<file path="config.mk">
export PLATFORM = sky130hd
export DESIGN_NAME = uart_rx_fifo
export DESIGN_NICKNAME = d
export VERILOG_FILES = /design/src/rtl/uart_pkg.sv /design/src/rtl/uart_baud_gen.sv /design/src/rtl/uart_rx_fifo.sv
export SDC_FILE = /design/constraint.sdc
export NUM_CORES = 1
export LEC_CHECK = 0
export BUFFER_PORTS_ARGS = -buffer_cell sky130_fd_sc_hd__buf_2
export CAP_MARGIN = 5
export CORE_MARGIN = 2
export CORE_UTILIZATION = 40
export CTS_CLUSTER_SIZE = 20
export DETAILED_ROUTE_END_ITERATION = 10
export SYNTH_ARGS = -nofsm -noshare
export SYNTH_HDL_FRONTEND = slang
export SYNTH_SLANG_ARGS = --single-unit
</file>
<file path="constraint.sdc">
create_clock -name clk -period 4.3 [get_ports clk]
set_input_delay 0.215 -clock clk [delete_from_list [all_inputs] [get_ports clk]]
set_output_delay 0.215 -clock clk [all_outputs]
set_load 0.01 [all_outputs]
</file>
<file path="src/rtl/uart_pkg.sv">
`default_nettype none
// ============================================================================
//  Module      : uart_pkg
//  Description : Shared UART constants, receive FSM state type and the
//                oversample divider calculation.
//  Revision    : 1.0 - initial release
// ============================================================================
package uart_pkg;

    localparam int OVERSAMPLE  = 16;
    localparam int UART_DATA_W = 8;

    typedef enum logic [2:0] {
        ST_IDLE      = 3'd0,
        ST_START     = 3'd1,
        ST_DATA      = 3'd2,
        ST_STOP      = 3'd3,
        ST_WAIT_HIGH = 3'd4
    } uart_rx_state_t;

    // Clocks per oversample tick; never below 1 so the divider stays legal.
    function automatic int calc_div(input int clk_freq, input int baud);
        int div;
        div = clk_freq / (baud * OVERSAMPLE);
        if (div < 1) begin
            div = 1;
        end
        return div;
    endfunction

endpackage
`default_nettype wire

</file>
<file path="src/rtl/uart_baud_gen.sv">
`default_nettype none
// ============================================================================
//  Module      : uart_baud_gen
//  Description : Free-running 0..DIV-1 divider producing a one-cycle tick at
//                DIV-1. A synchronous clear realigns the phase to an event.
//  Revision    : 1.0 - initial release
// ============================================================================
module uart_baud_gen #(
    parameter int DIV = 651
) (
    input  logic clk,
    input  logic rst,
    input  logic i_clr,
    output logic o_tick
);

    localparam int                 c_cnt_w = (DIV > 1) ? $clog2(DIV) : 1;
    localparam logic [c_cnt_w-1:0] c_last  = c_cnt_w'(DIV - 1);

    logic [c_cnt_w-1:0] r_cnt;

    // Divider counter: wraps at DIV-1, restarts from zero on clear.
    always_ff @(posedge clk) begin
        if (rst || i_clr) begin
            r_cnt <= '0;
        end else if (r_cnt == c_last) begin
            r_cnt <= '0;
        end else begin
            r_cnt <= r_cnt + 1'b1;
        end
    end

    assign o_tick = (r_cnt == c_last);

endmodule
`default_nettype wire

</file>
<file path="src/rtl/uart_rx_fifo.sv">
`default_nettype none
// ============================================================================
//  Module      : uart_rx_fifo
//  Description : 16x oversampling 8N1 UART receiver feeding a first-word
//                fall-through FIFO. Flags framing errors and overruns.
//  Revision    : 1.0 - initial release
// ============================================================================
module uart_rx_fifo #(
    parameter int CLK_FREQ   = 100_000_000,
    parameter int BAUD       = 9600,
    parameter int FIFO_DEPTH = 4
) (
    input  logic                         clk,
    input  logic                         rst,
    input  logic                         rx,
    output logic [7:0]                   dout,
    output logic                         dout_valid,
    input  logic                         dout_ready,
    output logic                         frame_err,
    output logic                         overrun,
    output logic [$clog2(FIFO_DEPTH):0]  count
);

    import uart_pkg::*;

    localparam int                  c_div      = calc_div(CLK_FREQ, BAUD);
    localparam int                  c_aw       = $clog2(FIFO_DEPTH);
    localparam int                  c_tick_w   = $clog2(OVERSAMPLE);
    localparam int                  c_bit_w    = $clog2(UART_DATA_W);
    localparam logic [c_tick_w-1:0] c_half     = c_tick_w'(OVERSAMPLE / 2 - 1);
    localparam logic [c_tick_w-1:0] c_full     = c_tick_w'(OVERSAMPLE - 1);
    localparam logic [c_bit_w-1:0]  c_bit_last = c_bit_w'(UART_DATA_W - 1);
    localparam logic [c_aw:0]       c_depth    = (c_aw + 1)'(FIFO_DEPTH);

    // ---------------- input synchroniser and start-edge detect -------------
    logic r_rx_meta, r_rx_sync, r_rx_prev;
    logic w_fall;

    // Two-flop synchroniser plus one delayed copy for edge detection.
    always_ff @(posedge clk) begin
        if (rst) begin
            r_rx_meta <= 1'b1;
            r_rx_sync <= 1'b1;
            r_rx_prev <= 1'b1;
        end else begin
            r_rx_meta <= rx;
            r_rx_sync <= r_rx_meta;
            r_rx_prev <= r_rx_sync;
        end
    end

    assign w_fall = r_rx_prev & ~r_rx_sync;

    // ---------------- oversample tick ---------------------------------------
    logic w_tick, w_baud_clr;

    uart_baud_gen #(.DIV(c_div)) u_baud_gen (
        .clk    (clk),
        .rst    (rst),
        .i_clr  (w_baud_clr),
        .o_tick (w_tick)
    );

    // ---------------- receive FSM -------------------------------------------
    uart_rx_state_t         r_state, w_state_nxt;
    logic [c_tick_w-1:0]    r_tick_cnt, w_tick_cnt_nxt;
    logic [c_bit_w-1:0]     r_bit_cnt, w_bit_cnt_nxt;
    logic [UART_DATA_W-1:0] r_shift, w_shift_nxt;
    logic                   w_push, w_ferr;
    logic                   r_frame_err;

    // FSM and datapath registers.
    always_ff @(posedge clk) begin
        if (rst) begin
            r_state     <= ST_IDLE;
            r_tick_cnt  <= '0;
            r_bit_cnt   <= '0;
            r_shift     <= '0;
            r_frame_err <= 1'b0;
        end else begin
            r_state     <= w_state_nxt;
            r_tick_cnt  <= w_tick_cnt_nxt;
            r_bit_cnt   <= w_bit_cnt_nxt;
            r_shift     <= w_shift_nxt;
            r_frame_err <= w_ferr;
        end
    end

    // Next state: count ticks to bit centres, sample, shift LSB first.
    always_comb begin
        w_state_nxt    = r_state;
        w_tick_cnt_nxt = r_tick_cnt;
        w_bit_cnt_nxt  = r_bit_cnt;
        w_shift_nxt    = r_shift;
        w_push         = 1'b0;
        w_ferr         = 1'b0;
        w_baud_clr     = 1'b0;
        case (r_state)
            ST_IDLE: begin
                if (w_fall) begin
                    w_baud_clr     = 1'b1;
                    w_tick_cnt_nxt = '0;
                    w_bit_cnt_nxt  = '0;
                    w_state_nxt    = ST_START;
                end
            end
            ST_START: begin
                if (w_tick) begin
                    if (r_tick_cnt == c_half) begin
                        w_tick_cnt_nxt = '0;
                        // A line already high again at mid-start is a glitch.
                        w_state_nxt    = r_rx_sync ? ST_IDLE : ST_DATA;
                    end else begin
                        w_tick_cnt_nxt = r_tick_cnt + 1'b1;
                    end
                end
            end
            ST_DATA: begin
                if (w_tick) begin
                    if (r_tick_cnt == c_full) begin
                        w_tick_cnt_nxt = '0;
                        w_shift_nxt    = {r_rx_sync, r_shift[UART_DATA_W-1:1]};
                        w_bit_cnt_nxt  = r_bit_cnt + 1'b1;
                        if (r_bit_cnt == c_bit_last) begin
                            w_state_nxt = ST_STOP;
                        end
                    end else begin
                        w_tick_cnt_nxt = r_tick_cnt + 1'b1;
                    end
                end
            end
            ST_STOP: begin
                if (w_tick) begin
                    if (r_tick_cnt == c_full) begin
                        w_tick_cnt_nxt = '0;
                        if (r_rx_sync) begin
                            w_push      = 1'b1;
                            w_state_nxt = ST_IDLE;
                        end else begin
                            w_ferr      = 1'b1;
                            w_state_nxt = ST_WAIT_HIGH;
                        end
                    end else begin
                        w_tick_cnt_nxt = r_tick_cnt + 1'b1;
                    end
                end
            end
            ST_WAIT_HIGH: begin
                // Hold off until a break releases so it cannot retrigger.
                if (r_rx_sync) begin
                    w_state_nxt = ST_IDLE;
                end
            end
            default: begin
                w_state_nxt = ST_IDLE;
            end
        endcase
    end

    // ---------------- output FIFO -------------------------------------------
    logic [UART_DATA_W-1:0] r_mem [FIFO_DEPTH];
    logic [c_aw-1:0]        r_wr_ptr, r_rd_ptr;
    logic [c_aw:0]          r_count;
    logic                   r_overrun;
    logic                   w_full, w_pop, w_wr;

    assign w_full = (r_count == c_depth);
    assign w_pop  = (r_count != '0) & dout_ready;
    // A full FIFO still accepts a push when the head leaves in the same cycle.
    assign w_wr   = w_push & (~w_full | w_pop);

    // Storage write; contents need no reset because the count gates the head.
    always_ff @(posedge clk) begin
        if (w_wr) begin
            r_mem[r_wr_ptr] <= r_shift;
        end
    end

    // Pointers, occupancy and the overrun pulse.
    always_ff @(posedge clk) begin
        if (rst) begin
            r_wr_ptr  <= '0;
            r_rd_ptr  <= '0;
            r_count   <= '0;
            r_overrun <= 1'b0;
        end else begin
            if (w_wr) begin
                r_wr_ptr <= r_wr_ptr + 1'b1;
            end
            if (w_pop) begin
                r_rd_ptr <= r_rd_ptr + 1'b1;
            end
            if (w_wr && !w_pop) begin
                r_count <= r_count + 1'b1;
            end else if (!w_wr && w_pop) begin
                r_count <= r_count - 1'b1;
            end
            r_overrun <= w_push & w_full & ~w_pop;
        end
    end

    assign dout       = (r_count != '0) ? r_mem[r_rd_ptr] : '0;
    assign dout_valid = (r_count != '0);
    assign count      = r_count;
    assign frame_err  = r_frame_err;
    assign overrun    = r_overrun;

endmodule
`default_nettype wire
</file>
==> run_results.csv, run 1 <==
group,metric,value,unit
clocking,cts_tree,"done",
floorplan,io_pins,18,
global_routing,grt_pass1_vias,2017,
sta,hold_viol,0,
worst_hold_path,whs_path_depth,2,
critical_path,crit_path_max_incr_delay,0.44,ns
synth,synthFlopType,"dfxtp_1",
clocking,post_cts_resized,0,
route,firstDrtPassIters,4,
floorplan,core_area,7770,um2
synth,synth_top_family_by_area,"simple AND/OR/NAND/NOR gates",
global_routing,grt_max_degree,31,
sta,tightest_slew,0.980,ns
sta,fin_skew,0.0116,ns
clocking,post_cts_buffers,0,
synth,synth_area,3220,um2
global_routing,grt_use_total,15.0,%
clocking,clk_latency,0.34,ns
synth,synth-compound-area-share,10.4,%
floorplan,start_util,41.5,%
sta,timing.hold.ws,0.0506,ns
global_routing,gr-total-overflow,0,
placement,io_buffers,17,
synth,synthMuxAreaShare,5.91,%
placement,finalWeightedCongestion,0.812,
final_layout,finalNonFillerCells,406,
power_and_ir_drop,p_leak,1.27,nW
critical_path,crit_slowest_cell,"or3b_4",
synth,synthCells,282,
final_layout,fin_nets,314,
run,maxCapViolCount,0,
clocking,root_buffer,"clkbuf_8",
final_layout,antennaDiodeCount,0,
clocking,hold_buffers,0,
synth,syn_nets,297,
critical_path,path_class,"register to register",
power_and_ir_drop,power_density,371,nW/um2
floorplan,die_h,93.7,um
synth,synthSimpleGateAreaFrac,17.2,%
route,wire_per_inst,14.4,um
synth,async_reset_ff_share,0,%
clocking,clkTransAtPathRegs,0.08,ns
route,first_iter_violations,128,
sta,relSlewSlack,34.2,%
synth,synth.distinct_cells,52,
synth,ys_seq_area_share,55.9,%
critical_path,crit_path_cell_trace,"or3b_4 -> nor4_1 -> buf_4 -> and2_1 -> ha_1 -> inv_1 -> fa_1 -> xor2_1 -> or3_1 -> a21oi_1",
sta,finalCriticalPeriod,2.78,ns
clocking,h-tree-depth,3,
critical_path,worstPathArrival,3.04,ns
placement,dpl_cell_area,3390,um2
placement,post-place-cells,390,
floorplan,die_w,93.7,um
sta,drv_slew,0,
clocking,numCtsBuffers,9,
route,vias,2140,
sta,setup-violations-final,0,
floorplan,row_count,32,
critical_path,cp-end-kind,"register",
critical_path,crit_fanout,11,
synth,synth_edf_count,32,
global_routing,antenna_found_initial,0,
status,status,"completed",
sta,fin_tns_setup,0,ns
power_and_ir_drop,vdd_drop_max,0.168,mV
synth,synthXorXnorAreaFrac,3.26,%
synth,synth-adder-area-share,4.51,%
floorplan,die_area,8790,um2
final_layout,fin_area,3610,um2
route,drc,0,
critical_path,crit_required,4.56,ns
global_routing,grt_pass1_wl,10000,um
worst_hold_path,hold_path_class,"primary input to register",
synth,syn_avg_cell_area,11.4,um2
critical_path,r2r_cells,10,
critical_path,cp-start-kind,"register",
final_layout,area_growth,12.0,%
synth,synth-seq-cells,74,
power_and_ir_drop,fin_total_pwr,1.34,mW
clocking,clock_sinks,74,
synth,synth_warnings,0,
route,antenna_left,0,
route,routed_via_density,5.27,
final_layout,drive_above_1_share,16.8,%
sta,rsz0062_at_grt,"false",
sta,finalCritPeriodShare,64.7,%
sta,max_freq,360,MHz
placement,hpwl,3900,um
clocking,clockBufferDepth,2,
route,drt_wl_total,5860,um
==> cells in the mapped netlist (2+ instances only) <==
library cell | count | share of area, %
nand3_1 | 21 | 3.3
edfxtp_1 | 32 | 30
and3_1 | 5 | 0.97
nand2b_1 | 3 | 0.58
a21o_1 | 2 | 0.47
nand4_1 | 2 | 0.39
nor2_1 | 21 | 2.4
xor2_1 | 6 | 1.6
inv_1 | 10 | 1.2
o21ai_0 | 14 | 2.2
ha_1 | 10 | 3.9
o2111ai_1 | 2 | 0.54
mux4_2 | 8 | 5.6
and2_1 | 10 | 1.9
or3_1 | 3 | 0.58
clkbuf_1 | 8 | 0.93
or2_2 | 3 | 0.58
a21oi_1 | 15 | 2.3
buf_2 | 4 | 0.62
nand2_1 | 10 | 1.2
nor3_1 | 5 | 0.78
a211o_1 | 2 | 0.54
xnor2_1 | 6 | 1.6
dfxtp_1 | 42 | 26
o211ai_1 | 6 | 1.4
nor4_1 | 6 | 1.2
==> path summary, 6_finish.rpt <==
check / startpoint / end / slack [ns]
min: rx / r_rx_meta / 0.05
max: u_baud_gen.r_cnt[3] / count[2] / 1.52
min reg2reg: r_rx_meta / r_rx_sync / 0.41
max reg2reg: u_baud_gen.r_cnt[3] / count[2] / 1.52
==> power breakdown <==
group          switching, mW  total [mW]  internal, mW
sequential           0.00817       0.740         0.731
clock                  0.257       0.562         0.305
combinational         0.0253      0.0375        0.0122
total                  0.290        1.34          1.05
==> sequential cells by signal, indices dropped and copies added, names as in the netlist, 2 cells and up, named ones only <==
register	flops
r_shift	8
r_rd_ptr	2
r_state	3
count	3
r_bit_cnt	3
r_wr_ptr	2
u_baud_gen.r_cnt	10
r_tick_cnt	4
r_mem	32
==> metal layers <==
layer / wire [um] / GRT usage, % / up-vias
met4: 34 / 4.71 / 0
met5: 0 / 0 / -
met1: 2640 / 19.1 / 1015
met2: 2960 / 24.5 / 49
met3: 224 / 4.82 / 2
li1: - / - / 1074
==> final cells by class <==
| type | instances | area [um2] |
|---|---|---|
| clock buffers | 11 | 153 |
| clock inverters | 5 | 61.3 |
| fillers | 731 | 4160 |
| inverters | 10 | 37.5 |
| multi-input cells | 185 | 1330 |
| flip-flops and latches | 74 | 1800 |
| well taps | 102 | 128 |
| repair buffers | 19 | 100 |
==> cell families after synthesis <==
logic type | count (synthesis)
buffers and inverters | 23
adders and majority gates | 11
muxes | 9
xor gates and xnor gates | 12
and+or+nand+nor | 101
DFF | 74
AOI/OAI and AO/OA | 52
==> worst max-delay path, delay by kind of cell (launching register included) <==
| kind | cells | cell delay (ns) |
|---|---|---|
| AND/OR/NAND/NOR | 4 | 1.12 |
| adder cells (fa/ha/maj) | 2 | 0.56 |
| flip-flops | 1 | 0.41 |
| buffers and inverters | 2 | 0.28 |
| AO/OA/AOI/OAI | 1 | 0.18 |
| XOR/XNOR | 1 | 0.16 |
==> through the flow <==
step                      util (%)  worst slack [ns]
after global placement        43.7              1.70
after detailed placement      43.7              1.59
after CTS                     46.5              1.50
after floorplan                  -              1.71
after global routing          46.5              1.29
final                         46.5              1.52
==> cell usage in the layout, fill, tap and decap left out, types with 8 or more instances in the layout <==
cell / count
dfxtp_1: 42
edfxtp_1: 32
nand3_1: 21
nor2_1: 21
buf_2: 17
a21oi_1: 15
o21ai_0: 14
nand2_1: 10
inv_1: 10
and2_1: 10
ha_1: 10
clkbuf_8: 9
mux4_2: 8
Power figures use the tool's default switching activity.
==> run 2, diff against run 1 <==
Clock period 4.3 ns to 2.5 ns, I/O delays scaled along.
==> run 2 against run 1 <==
Compared with the run above: the flow now finishes with violations (setup timing); combinational power grew 140%; highest routed layer unchanged; worst hold slack gained 0.055 ns; via count grew 3.4%; critical path type unchanged; global-route usage shrank 0.29 points; critical path depth shrank 1.
==> run_results.csv, run 2 (synthesis results as in run 1) <==
group,metric,value,unit
clocking,h-tree-depth,3,
sta,hold_viol,0,
critical_path,cp-start-kind,"register",
floorplan,die_h,93.7,um
route,routed_via_density,5.22,
power_and_ir_drop,comb_power_share,3.8,%
sta,fin_ws,-0.00637,ns
critical_path,cp-end-kind,"register",
power_and_ir_drop,vdd_drop_max,0.237,mV
final_layout,reg_top3,"r_mem x32, u_baud_gen.r_cnt x10, r_shift x8",
floorplan,core_area,7770,um2
sta,fin_skew,0.00747,ns
placement,hpwl,4090,um
final_layout,fin_area,3820,um2
clocking,clkTransAtPathRegs,0.08,ns
placement,finalWeightedCongestion,0.793,
final_layout,final_common_cell,"dfxtp_1",
placement,post-place-ws,0.0388,ns
sta,rsz0062_at_grt,"true",
clocking,clock_sinks,74,
final_layout,area_growth,18.6,%
sta,timing.hold.ws,0.106,ns
floorplan,io_pins,18,
power_and_ir_drop,power_density,620,nW/um2
sta,finalCritPeriodShare,100,%
global_routing,gr-total-overflow,0,
placement,post-place-cells,405,
floorplan,die_w,93.7,um
sta,relSlewSlack,61.0,%
global_routing,grt_pass1_vias,2064,
final_layout,largest_reg_flops,32,
critical_path,path_class,"register to register",
final_layout,fin_nets,332,
critical_path,crit_required,2.78,ns
sta,finalCriticalPeriod,2.51,ns
clocking,root_buffer,"clkbuf_8",
sta,max_freq,399,MHz
critical_path,ff2ff_setup_slack,-0.006,ns
final_layout,regMostFlops,"r_mem",
sta,fin_tns_setup,-0.00637,ns
sta,setup-violations-final,1,
clocking,numCtsBuffers,9,
status,violations,"setup timing",
floorplan,row_count,32,
route,drc,0,
route,firstDrtPassIters,4,
route,wire_per_inst,14.5,um
placement,io_buffers,17,
route,drt_wl_total,6160,um
global_routing,antenna_found_initial,0,
power_and_ir_drop,cell_internal_pwr,1.86,mW
sta,tightest_slew,0.585,ns
power_and_ir_drop,p_sw_share,21.7,%
floorplan,die_area,8790,um2
status,status,"finished with violations",
power_and_ir_drop,switchingPower,514,uW
route,antenna_left,0,
floorplan,start_util,41.5,%
global_routing,grt_max_degree,31,
clocking,clockBufferDepth,2,
route,first_iter_violations,74,
power_and_ir_drop,p_leak,1.39,nW
critical_path,crit_fanout,2,
global_routing,grt_pass1_wl,10000,um
clocking,clk_latency,0.34,ns
final_layout,final_cell_mix,"dfxtp_1 (39), edfxtp_1 (32), nand3_1 (21), nor2_1 (21), buf_4 (19)",
final_layout,drive_above_1_share,25.2,%
final_layout,antennaDiodeCount,0,
placement,dpl_cell_area,3510,um2
route,vias,2213,
run,maxCapViolCount,0,
power_and_ir_drop,clock_power_share,42.9,%
final_layout,finalNonFillerCells,424,
sta,drv_slew,0,
power_and_ir_drop,seqPwrFrac,53.3,%
worst_hold_path,hold_path_class,"primary input to register",
global_routing,grt_use_total,14.7,%
critical_path,worstPathArrival,2.78,ns
clocking,cts_tree,"done",
## run 2: critical path, stage by stage (launching register included)
cell and delay (ns):
dfxtp_2 0.32, or3b_4 0.41, nor4_4 0.31, and2_4 0.21
ha_4 0.13, inv_2 0.04, fa_2 0.37, xor2_2 0.16
or3_4 0.38, a21oi_2 0.11
## run 2: area by class of cell
cell class | count | area (um2)
clock buffers | 10 | 128
multi-input cells | 185 | 1390
inverters | 10 | 37.5
well taps | 102 | 128
flip-flops and latches | 74 | 1810
clock inverters | 6 | 90.1
repair buffers | 37 | 238
fillers | 704 | 3950
## run 2: power groups by stage
| stage | sequential, mW | clock (mW) | combinational [mW] |
|---|---|---|---|
| 2_1_floorplan | 1.29 | 0 | 0.0559 |
| 3_3_place_gp | 1.29 | 0 | 0.0854 |
| 3_5_place_dp | 1.29 | 0 | 0.0863 |
| 4_1_cts | 1.26 | 1.04 | 0.0875 |
| 5_1_grt | 1.27 | 1.09 | 0.0988 |
| 6_report | 1.26 | 1.02 | 0.0892 |
## run 2: layer usage
layer,track usage (%),wire length [um]
met1,19.3,2940
met2,23.3,2970
met3,3.13,181
met4,7.00,61
met5,0,0
## run 2: what timing repair did
action | CTS | global route
hold endpoints to repair | 1 | 0
hold buffers | 1 | 0
setup buffers | 0 | 2
gates resized for setup | 0 | 15
setup endpoints to repair | 0 | 1
## run 2: through the flow
step	total power, mW	util (%)
floorplan	1.35	-
global placement	1.38	45.2
detailed placement	1.38	45.2
CTS	2.39	48.2
global route	2.45	49.2
finish	2.37	49.2
## run 2: final timing paths
kind	cells past startpoint	from	end
worst max-delay path	9	u_baud_gen.r_cnt[2]	count[2]
worst min-delay path	3	dout_ready	overrun
worst max register to register	9	u_baud_gen.r_cnt[2]	count[2]
worst min register to register	1	r_rx_meta	r_rx_sync
